$ cat src/rtl/pwm_duty_sched_if.sv
// Request bundle for pwm_duty_sched: NREQ requesters, each presenting a (channel, duty) pair.
// The master modport is the requester side; the slave modport is the scheduler side.
interface pwm_duty_sched_if #(
  parameter int unsigned NREQ = 2,
  parameter int unsigned NCH  = 4,
  parameter int unsigned W    = 12
);
  localparam int unsigned CW = $clog2(NCH);

  logic [NREQ-1:0]    req_valid;
  logic [NREQ*CW-1:0] req_chan;
  logic [NREQ*W-1:0]  req_duty;
  logic [NREQ-1:0]    req_ready;

  modport master (output req_valid, output req_chan, output req_duty, input req_ready);
  modport slave  (input req_valid, input req_chan, input req_duty, output req_ready);
endinterface

$ cat src/rtl/pwm_duty_sched.sv
// Round-robin scheduler of PWM duty updates: accepted requests land in per-channel shadows
// and are committed to the active compare outputs only at the period boundary (Ctr_0).
module pwm_duty_sched #(
  parameter int unsigned NCH        = 4,
  parameter int unsigned NREQ       = 2,
  parameter int unsigned W          = 12,
  parameter int unsigned PERIOD_MAX = 999
) (
  input  logic             Clock,
  input  logic             Rst,
  input  logic             Ctr_0,
  input  logic             Hold,
  pwm_duty_sched_if.slave  req,
  output logic [NCH*W-1:0] Duty_o,
  output logic [NCH-1:0]   Duty_ld,
  output logic [NCH-1:0]   Pending,
  output logic             Clip
);
  localparam int unsigned CW = $clog2(NCH);
  localparam int unsigned PW = (NREQ > 1) ? $clog2(NREQ) : 1;
  localparam logic [W-1:0] DutyMax = W'(PERIOD_MAX);

  typedef enum logic [0:0] {StIdle, StGrant} state_e;

  state_e          state_q, state_d;
  logic [PW-1:0]   ptr_q, ptr_d, win_q, win_d, sel;
  logic            sel_found;
  logic [NREQ-1:0] ready_q, ready_d;
  logic [W-1:0]    shadow_q [NCH];
  logic [W-1:0]    shadow_d [NCH];
  logic [W-1:0]    duty_q [NCH];
  logic [W-1:0]    duty_d [NCH];
  logic [NCH-1:0]  pend_q, pend_d, ld_q, ld_d;
  logic            clip_q, clip_d;
  logic [CW-1:0]   win_chan;
  logic [W-1:0]    win_duty;

  assign win_chan = req.req_chan[int'(win_q)*CW +: CW];
  assign win_duty = req.req_duty[int'(win_q)*W +: W];

  // First valid requester at or after the pointer, wrapping.
  always_comb begin
    int unsigned idx;
    idx       = 0;
    sel       = '0;
    sel_found = 1'b0;
    for (int unsigned i = 0; i < NREQ; i++) begin
      idx = (int'(ptr_q) + i) % NREQ;
      if (!sel_found && req.req_valid[idx[PW-1:0]]) begin
        sel_found = 1'b1;
        sel       = idx[PW-1:0];
      end
    end
  end

  always_comb begin
    state_d  = state_q;
    ptr_d    = ptr_q;
    win_d    = win_q;
    ready_d  = '0;
    shadow_d = shadow_q;
    duty_d   = duty_q;
    pend_d   = pend_q;
    ld_d     = '0;
    clip_d   = 1'b0;

    if (Ctr_0 && !Hold) begin
      for (int unsigned c = 0; c < NCH; c++) begin
        if (pend_q[c]) begin
          duty_d[c] = shadow_q[c];
          ld_d[c]   = 1'b1;
          pend_d[c] = 1'b0;
        end
      end
    end

    // The grant write follows the commit so a colliding write stays pending.
    unique case (state_q)
      StIdle: begin
        if (sel_found) begin
          win_d        = sel;
          ready_d[sel] = 1'b1;
          state_d      = StGrant;
        end
      end
      StGrant: begin
        state_d = StIdle;
        ptr_d   = (win_q == PW'(NREQ - 1)) ? '0 : win_q + PW'(1);
        if (req.req_valid[win_q]) begin
          shadow_d[win_chan] = (win_duty > DutyMax) ? DutyMax : win_duty;
          pend_d[win_chan]   = 1'b1;
          clip_d             = (win_duty > DutyMax);
        end
      end
      default: state_d = StIdle;
    endcase
  end

  always_ff @(posedge Clock or posedge Rst) begin
    if (Rst) begin
      state_q <= StIdle;
      ptr_q   <= '0;
      win_q   <= '0;
      ready_q <= '0;
      pend_q  <= '0;
      ld_q    <= '0;
      clip_q  <= 1'b0;
      for (int unsigned c = 0; c < NCH; c++) begin
        shadow_q[c] <= '0;
        duty_q[c]   <= '0;
      end
    end else begin
      state_q  <= state_d;
      ptr_q    <= ptr_d;
      win_q    <= win_d;
      ready_q  <= ready_d;
      pend_q   <= pend_d;
      ld_q     <= ld_d;
      clip_q   <= clip_d;
      shadow_q <= shadow_d;
      duty_q   <= duty_d;
    end
  end

  always_comb begin
    Duty_o = '0;
    for (int unsigned c = 0; c < NCH; c++) Duty_o[c*W +: W] = duty_q[c];
  end

  assign req.req_ready = ready_q;
  assign Duty_ld       = ld_q;
  assign Pending       = pend_q;
  assign Clip          = clip_q;
endmodule

$ cat src/flat_wrapper.sv
// flat-port wrapper written by rule: the top's interface ports become plain ports
module pwm_duty_sched_flat 
#(
  parameter int unsigned NCH        = 4,
  parameter int unsigned NREQ       = 2,
  parameter int unsigned W          = 12,
  parameter int unsigned PERIOD_MAX = 999
)
  (Clock, Rst, Ctr_0, Hold, Duty_o, Duty_ld, Pending, Clip, req_req_valid, req_req_chan, req_req_duty, req_req_ready);
  pwm_duty_sched_if #(.NREQ(NREQ), .NCH(NCH), .W(W)) req_i ();
  input  logic Clock;
  input  logic Rst;
  input  logic Ctr_0;
  input  logic Hold;
  output logic [NCH*W-1:0] Duty_o;
  output logic [NCH-1:0] Duty_ld;
  output logic [NCH-1:0] Pending;
  output logic Clip;
  input wire logic [$bits(req_i.req_valid)-1:0] req_req_valid;
  input wire logic [$bits(req_i.req_chan)-1:0] req_req_chan;
  input wire logic [$bits(req_i.req_duty)-1:0] req_req_duty;
  output wire logic [$bits(req_i.req_ready)-1:0] req_req_ready;
  assign req_i.req_valid = req_req_valid;
  assign req_i.req_chan = req_req_chan;
  assign req_i.req_duty = req_req_duty;
  assign req_req_ready = req_i.req_ready;
  pwm_duty_sched #(.NCH(NCH), .NREQ(NREQ), .W(W), .PERIOD_MAX(PERIOD_MAX)) u_core (.Clock(Clock), .Rst(Rst), .Ctr_0(Ctr_0), .Hold(Hold), .req(req_i), .Duty_o(Duty_o), .Duty_ld(Duty_ld), .Pending(Pending), .Clip(Clip));
endmodule
$ cat config.mk
export PLATFORM = sky130hd
export DESIGN_NAME = pwm_duty_sched_flat
export DESIGN_NICKNAME = d
export VERILOG_FILES = /design/src/rtl/pwm_duty_sched_if.sv /design/src/rtl/pwm_duty_sched.sv /design/src/flat_wrapper.sv
export SDC_FILE = /design/constraint.sdc
export NUM_CORES = 1
export LEC_CHECK = 0
export CORE_MARGIN = 2
export CORE_UTILIZATION = 50
export CTS_CLUSTER_SIZE = 24
export DETAILED_ROUTE_END_ITERATION = 8
export GPL_TIMING_DRIVEN = 1
export HOLD_SLACK_MARGIN = 0.1
export PLACE_DENSITY_LB_ADDON = 0.05
export SLEW_MARGIN = 20
export SYNTH_ARGS = -nofsm -noshare
export SYNTH_HDL_FRONTEND = slang
export SYNTH_SLANG_ARGS = --single-unit
export TNS_END_PERCENT = 30
$ cat constraint.sdc
create_clock -name Clock -period 4.8 [get_ports Clock]
set_clock_uncertainty 0.2 [all_clocks]
set_input_delay 0.72 -clock Clock [delete_from_list [all_inputs] [get_ports Clock]]
set_output_delay 0.72 -clock Clock [all_outputs]
set_load 0.1 [all_outputs]
# After elaboration in Yosys (flattened, before gate mapping)
# Cells that the tools add are included.
[word_totals]
reg_bits = 110
inputBits = 34
output_inout_bits = 59
elab_cells = 79
[classes]
addsub = 2
n_mul = 1
magnitude_cmp = 10
n_shift = 2
muxes = 33
bitwise = 3
reduce_logical = 13
[ops]
columns = ["operator", "count"]
rows = [
  ["48-bit bitwise mux", 1],
  ["12-bit demux with 2-bit select", 1],
  ["12-bit 2-to-1 mux", 2],
  ["24-bit by 6-bit variable part select with 12-bit output", 1],
  ["1-bit 2-to-1 mux", 20],
  ["4-bit 2-to-1 mux", 4],
  ["12-bit by 10-bit > comparator with 1-bit output (second input constant)", 1],
  ["2-bit AND reduction", 6],
  ["1-bit by 2-bit less-than comparator with 1-bit output (second input constant)", 4],
  ["1-bit logical AND", 5],
  ["2-bit 2-to-1 mux", 2],
  ["4-bit OR", 1],
  ["4-bit by 3-bit variable part select with 2-bit output", 1],
  ["3-bit greater-or-equal comparator (second input constant)", 1],
  ["2-bit by 3-bit less-than comparator with 1-bit output (second input constant)", 1],
  ["3-bit by 1-bit less-than comparator with 1-bit output (second input constant)", 1],
  ["1-bit by 2-bit multiplier with 3-bit output (second input constant)", 1],
  ["2-bit inverter with 3-bit output", 1],
  ["1-bit adder (second input constant)", 2],
  ["1-bit demux with 2-bit select", 1],
  ["2-bit by 1-bit greater-or-equal comparator with 1-bit output (second input constant)", 1],
  ["1-bit zero test", 2],
  ["1-bit case mux with 2 select lines", 1],
  ["1-bit demux with 1-bit select", 1],
  ["other kinds (2)", 2],
]

# Longest topological paths before layout
[depth]
ltp_word = 12
ltp_mapped = 7
ltp_nobuf = 4

# Worst setup path before layout
# Ideal clock, no wire load.
[synth_timing]
kind = "reg2reg"
from = "register u_core.pend_q[0] (netlist: u_core.Pending[0])"
to = "register u_core.duty_q (netlist bit u_core.Duty_o[11])"
arrival_time_ps = 1647
required_ps = 4474
path_slack_ps = 2827
path_stages_with_launch = 4
cell_sequence = "dfrtp_1 nand2_2 buf_2 mux2_2"
[synth_between]
elab_chain_len = 1
[synth_rtl]
columns = ["item", "line", "source"]
rows = [
  ["start, declared", "pwm_duty_sched.sv:33", "logic [NCH-1:0] pend_q, pend_d, ld_q, ld_d;"],
  ["start signal, assigned", "pwm_duty_sched.sv:117", "pend_q <= pend_d;"],
  ["2-bit AND reduction (no source line)", "--", ""],
  ["end signal, assigned", "pwm_duty_sched.sv:121", "duty_q <= duty_d;"],
  ["end, declared", "pwm_duty_sched.sv:31", "logic [W-1:0] duty_q [NCH];"],
]
# Every way passes these cells.
# A chain may end at the register's enable or synchronous reset.

# Worst setup path in the final report
[layout_timing]
from = "register u_core.pend_q[0] (netlist: u_core.Pending[0])"
to = "output port Pending[0]"
[layout_lines]
columns = ["item", "line", "source"]
rows = [
  ["end, declared", "flat_wrapper.sv:17", "output logic [NCH-1:0] Pending;"],
]
# No word-level cell between the ends.

==> metrics.md <==
| Metric | Value |
|---|---|
| Share of layout cells above drive strength 1 | `18.4%` |
| Die Wd | `97.9 um` |
| Worst-Margin Slew | `1.06 ns` |
| Root buffer cell | `clkbuf_8` |
| Status | `complete, no violations` |
| Crit path largest cell delay | `1.16 ns` |
| Final-report hold violation count | `0` |
| DR pass1 iterations | `4` |
| Sequential area share after synthesis | `62.4%` |
| Rows | `34` |
| Worst-case clock buffer depth | `2` |
| Slew Limit Headroom | `29.2%` |
| Core ar. | `8640 um2` |
| Starting DRT DRC Count | `112` |
| CTS tree | `done` |
| Setup bufs post-CTS | `0` |
| Commonest non-fill, non-tap cell in the layout | `dfrtp_1` |
| Post-synthesis cell area | `4410 um2` |
| CP endpoint kind | `primary output` |
| Slowest CP cell | `clkdlybuf4s50_1` |
| Total of fill cells in the finished design | `676` |
| Max IR drop VDD | `597 uV` |
| Synth warn | `0` |
| Clk sinks | `110` |
| Initial antenna violation count | `0` |
| I/O Buffers | `92` |
| H-tree levels | `3` |
| Clk slew on worst S/H paths | `0.11 ns` |
| Crit-path cells | `clkdlybuf4s50_1` |
| Hold Path Class | `flip-flop to flip-flop` |
| Final Cycle Share | `60.1%` |
| CP bufs+invs | `1` |
| DRC violations left | `0` |
| Starting density of the core | `51.1%` |
| Setup TNS | `0 ns` |
| Post-route setup slack | `1.92 ns` |
| Data arrival, critical path | `1.96 ns` |
| Fin area | `5580 um2` |
| Gr usage total | `19.8%` |
| Total CTS buffers | `9` |
| Worst skew pair latency | `0.37 ns` |
| Yosys reg bits | `110` |
| Slew Viols, Final | `0` |
| Most frequent cells in the layout | `110 x dfrtp_1, 92 x clkdlybuf4s50_1, 49 x nand2_1, 40 x mux2_2, 33 x o21ai_0` |
| Leak | `2.69 nW` |
| Count of cell types in the netlist | `34` |
| Worst setup SP type | `flip-flop` |
| Syn nets | `387` |
| Cell Area, Placed | `5370 um2` |
| Via/cell ratio | `5.12` |
| Routability cong. | `0.769` |
| Critical path fanouts, max | `3` |
| Syn Area/Cell | `12.5 um2` |
| Final min period | `2.88 ns` |
| Die Ht | `97.9 um` |
| Post-Place Setup Slack | `1.90 ns` |
| First-pass GRT wire length | `14.9 mm` |
| Setup CP Type | `flip-flop to primary output` |
| I/O pin cnt | `93` |
| Final nets | `474` |
| F_max | `0.347 GHz` |
| Final ANT Viol Nets | `0` |
| Largest net degree at the start of global routing | `73` |
| CTS Hold Bufs | `0` |
| Vias in the first global route | `2863` |
| Final setup violation count | `0` |
| CP required | `3.88 ns` |
| Total wire length | `9.04 mm` |
| Congestion Overflow GR | `0` |
| RSZ-0062 raised after global routing | `false` |
| Die area | `9590 um2` |
| Wire per inst | `16.4 um` |
| Pwr dens | `723 nW/um2` |
| Mapped Cells | `353` |
| DR vias | `2831` |
| Max-cap violations | `0` |
| DP HPWL | `6.32 mm` |
| Crit-path leading delay family | `buffers and inverters` |
| Area grow syn2layout | `26.4%` |
| Number of cells upsized or downsized after cts | `0` |
| Ant. Diodes | `0` |
sequential cells by signal (all words and copies together), names as in the netlist, 2 cells and up:
signal	count
u_core.Pending	4
u_core.Duty_ld	4
u_core.Duty_o	48
u_core.req.req_ready	2
u_core.shadow_q	48
synthesized netlist by cell type, drive strengths merged:
cell,instances,share of area [%]
dfrtp,110,62
and2,8,1.1
o211ai,4,1.0
nand3,1,0.11
nor2b,6,0.85
clkbuf,1,0.085
nand2,53,4.7
o21ai,41,5.3
nand2b,2,0.28
a211oi,9,1.9
mux2,40,10
a22oi,1,0.28
and3,1,0.14
nand3b,1,0.17
nor2,6,0.51
nor3b,3,0.51
or3,2,0.51
a21oi,4,0.54
mux2i,14,3.2
o211a,1,0.23
nor3,3,0.60
nand4b,1,0.20
inv,19,1.6
buf,18,2.7
nand4,1,0.14
and3b,3,0.60
worst paths after layout:
| path | cells after the start | slack (ns) | endpoint | from |
|---|---|---|---|---|
| max | 1 | 1.92 | Pending[0] | u_core.Pending[0] |
| min reg2reg | 2 | 0.29 | u_core.shadow_q[39] | u_core.shadow_q[39] |
| max reg2reg | 3 | 2.14 | u_core.shadow_q[9] | u_core.win_q |
| max in group asynchronous | 3 | 2.88 | u_core.Duty_o[7] | Rst |
| min in group asynchronous | 2 | 0.67 | u_core.shadow_q[10] | Rst |
| min | 2 | 0.29 | u_core.shadow_q[39] | u_core.shadow_q[39] |
per-layer routing:
| metal | wire (um) | vias up | GRT usage, % |
|---|---|---|---|
| li1 | - | 1357 | - |
| met1 | 4140 | 1386 | 27.5 |
| met2 | 4280 | 77 | 30.9 |
| met3 | 472 | 11 | 4.65 |
| met4 | 148 | 0 | 6.62 |
| met5 | 0 | - | 0 |
layout make-up:
| cell class | count | area, um2 | share of cell area [%] |
|---|---|---|---|
| clock buffer | 10 | 128 | 2.29 |
| timing repair buffer | 95 | 943 | 16.9 |
| sequential | 110 | 2750 | 49.4 |
| multi-input combinational | 205 | 1460 | 26.2 |
| tap | 108 | 135 | 2.42 |
| inverter | 19 | 73.8 | 1.32 |
| clock inverter | 6 | 80.1 | 1.44 |
through the flow:
| stage | util [%] | std cells | total power [mW] | hold slack (ns) |
|---|---|---|---|---|
| 2_1_floorplan | - | 353 | 2.98 | 0.246 |
| 3_3_place_gp | 62.2 | 537 | 3.45 | 0.256 |
| 3_5_place_dp | 62.2 | 537 | 3.48 | 0.267 |
| 4_1_cts | 64.6 | 553 | 4.05 | 0.290 |
| 5_1_grt | 64.6 | 553 | 4.20 | 0.309 |
| 6_report | 64.6 | 553 | 4.03 | 0.287 |
power by group:
group / internal, mW / switching, mW / leakage [nW] / total [mW]
logic: 0.491 / 1.54 / 1.22 / 2.03
clock network: 0.251 / 0.327 / 0.100 / 0.578
registers: 1.23 / 0.191 / 1.37 / 1.42
kinds of logic (layout without fill, tap and decap cells):
kind of cell / Yosys count / count (layout) / synth area share (%)
buffers and inverters: 38 / 130 / 4.43
flip-flops: 110 / 110 / 62.4
AND/OR/NAND/NOR: 91 / 91 / 10.5
AO/OA/AOI/OAI: 60 / 60 / 9.28
multiplexers: 54 / 54 / 13.4
Note: power is estimated with default switching activity, not from simulation.
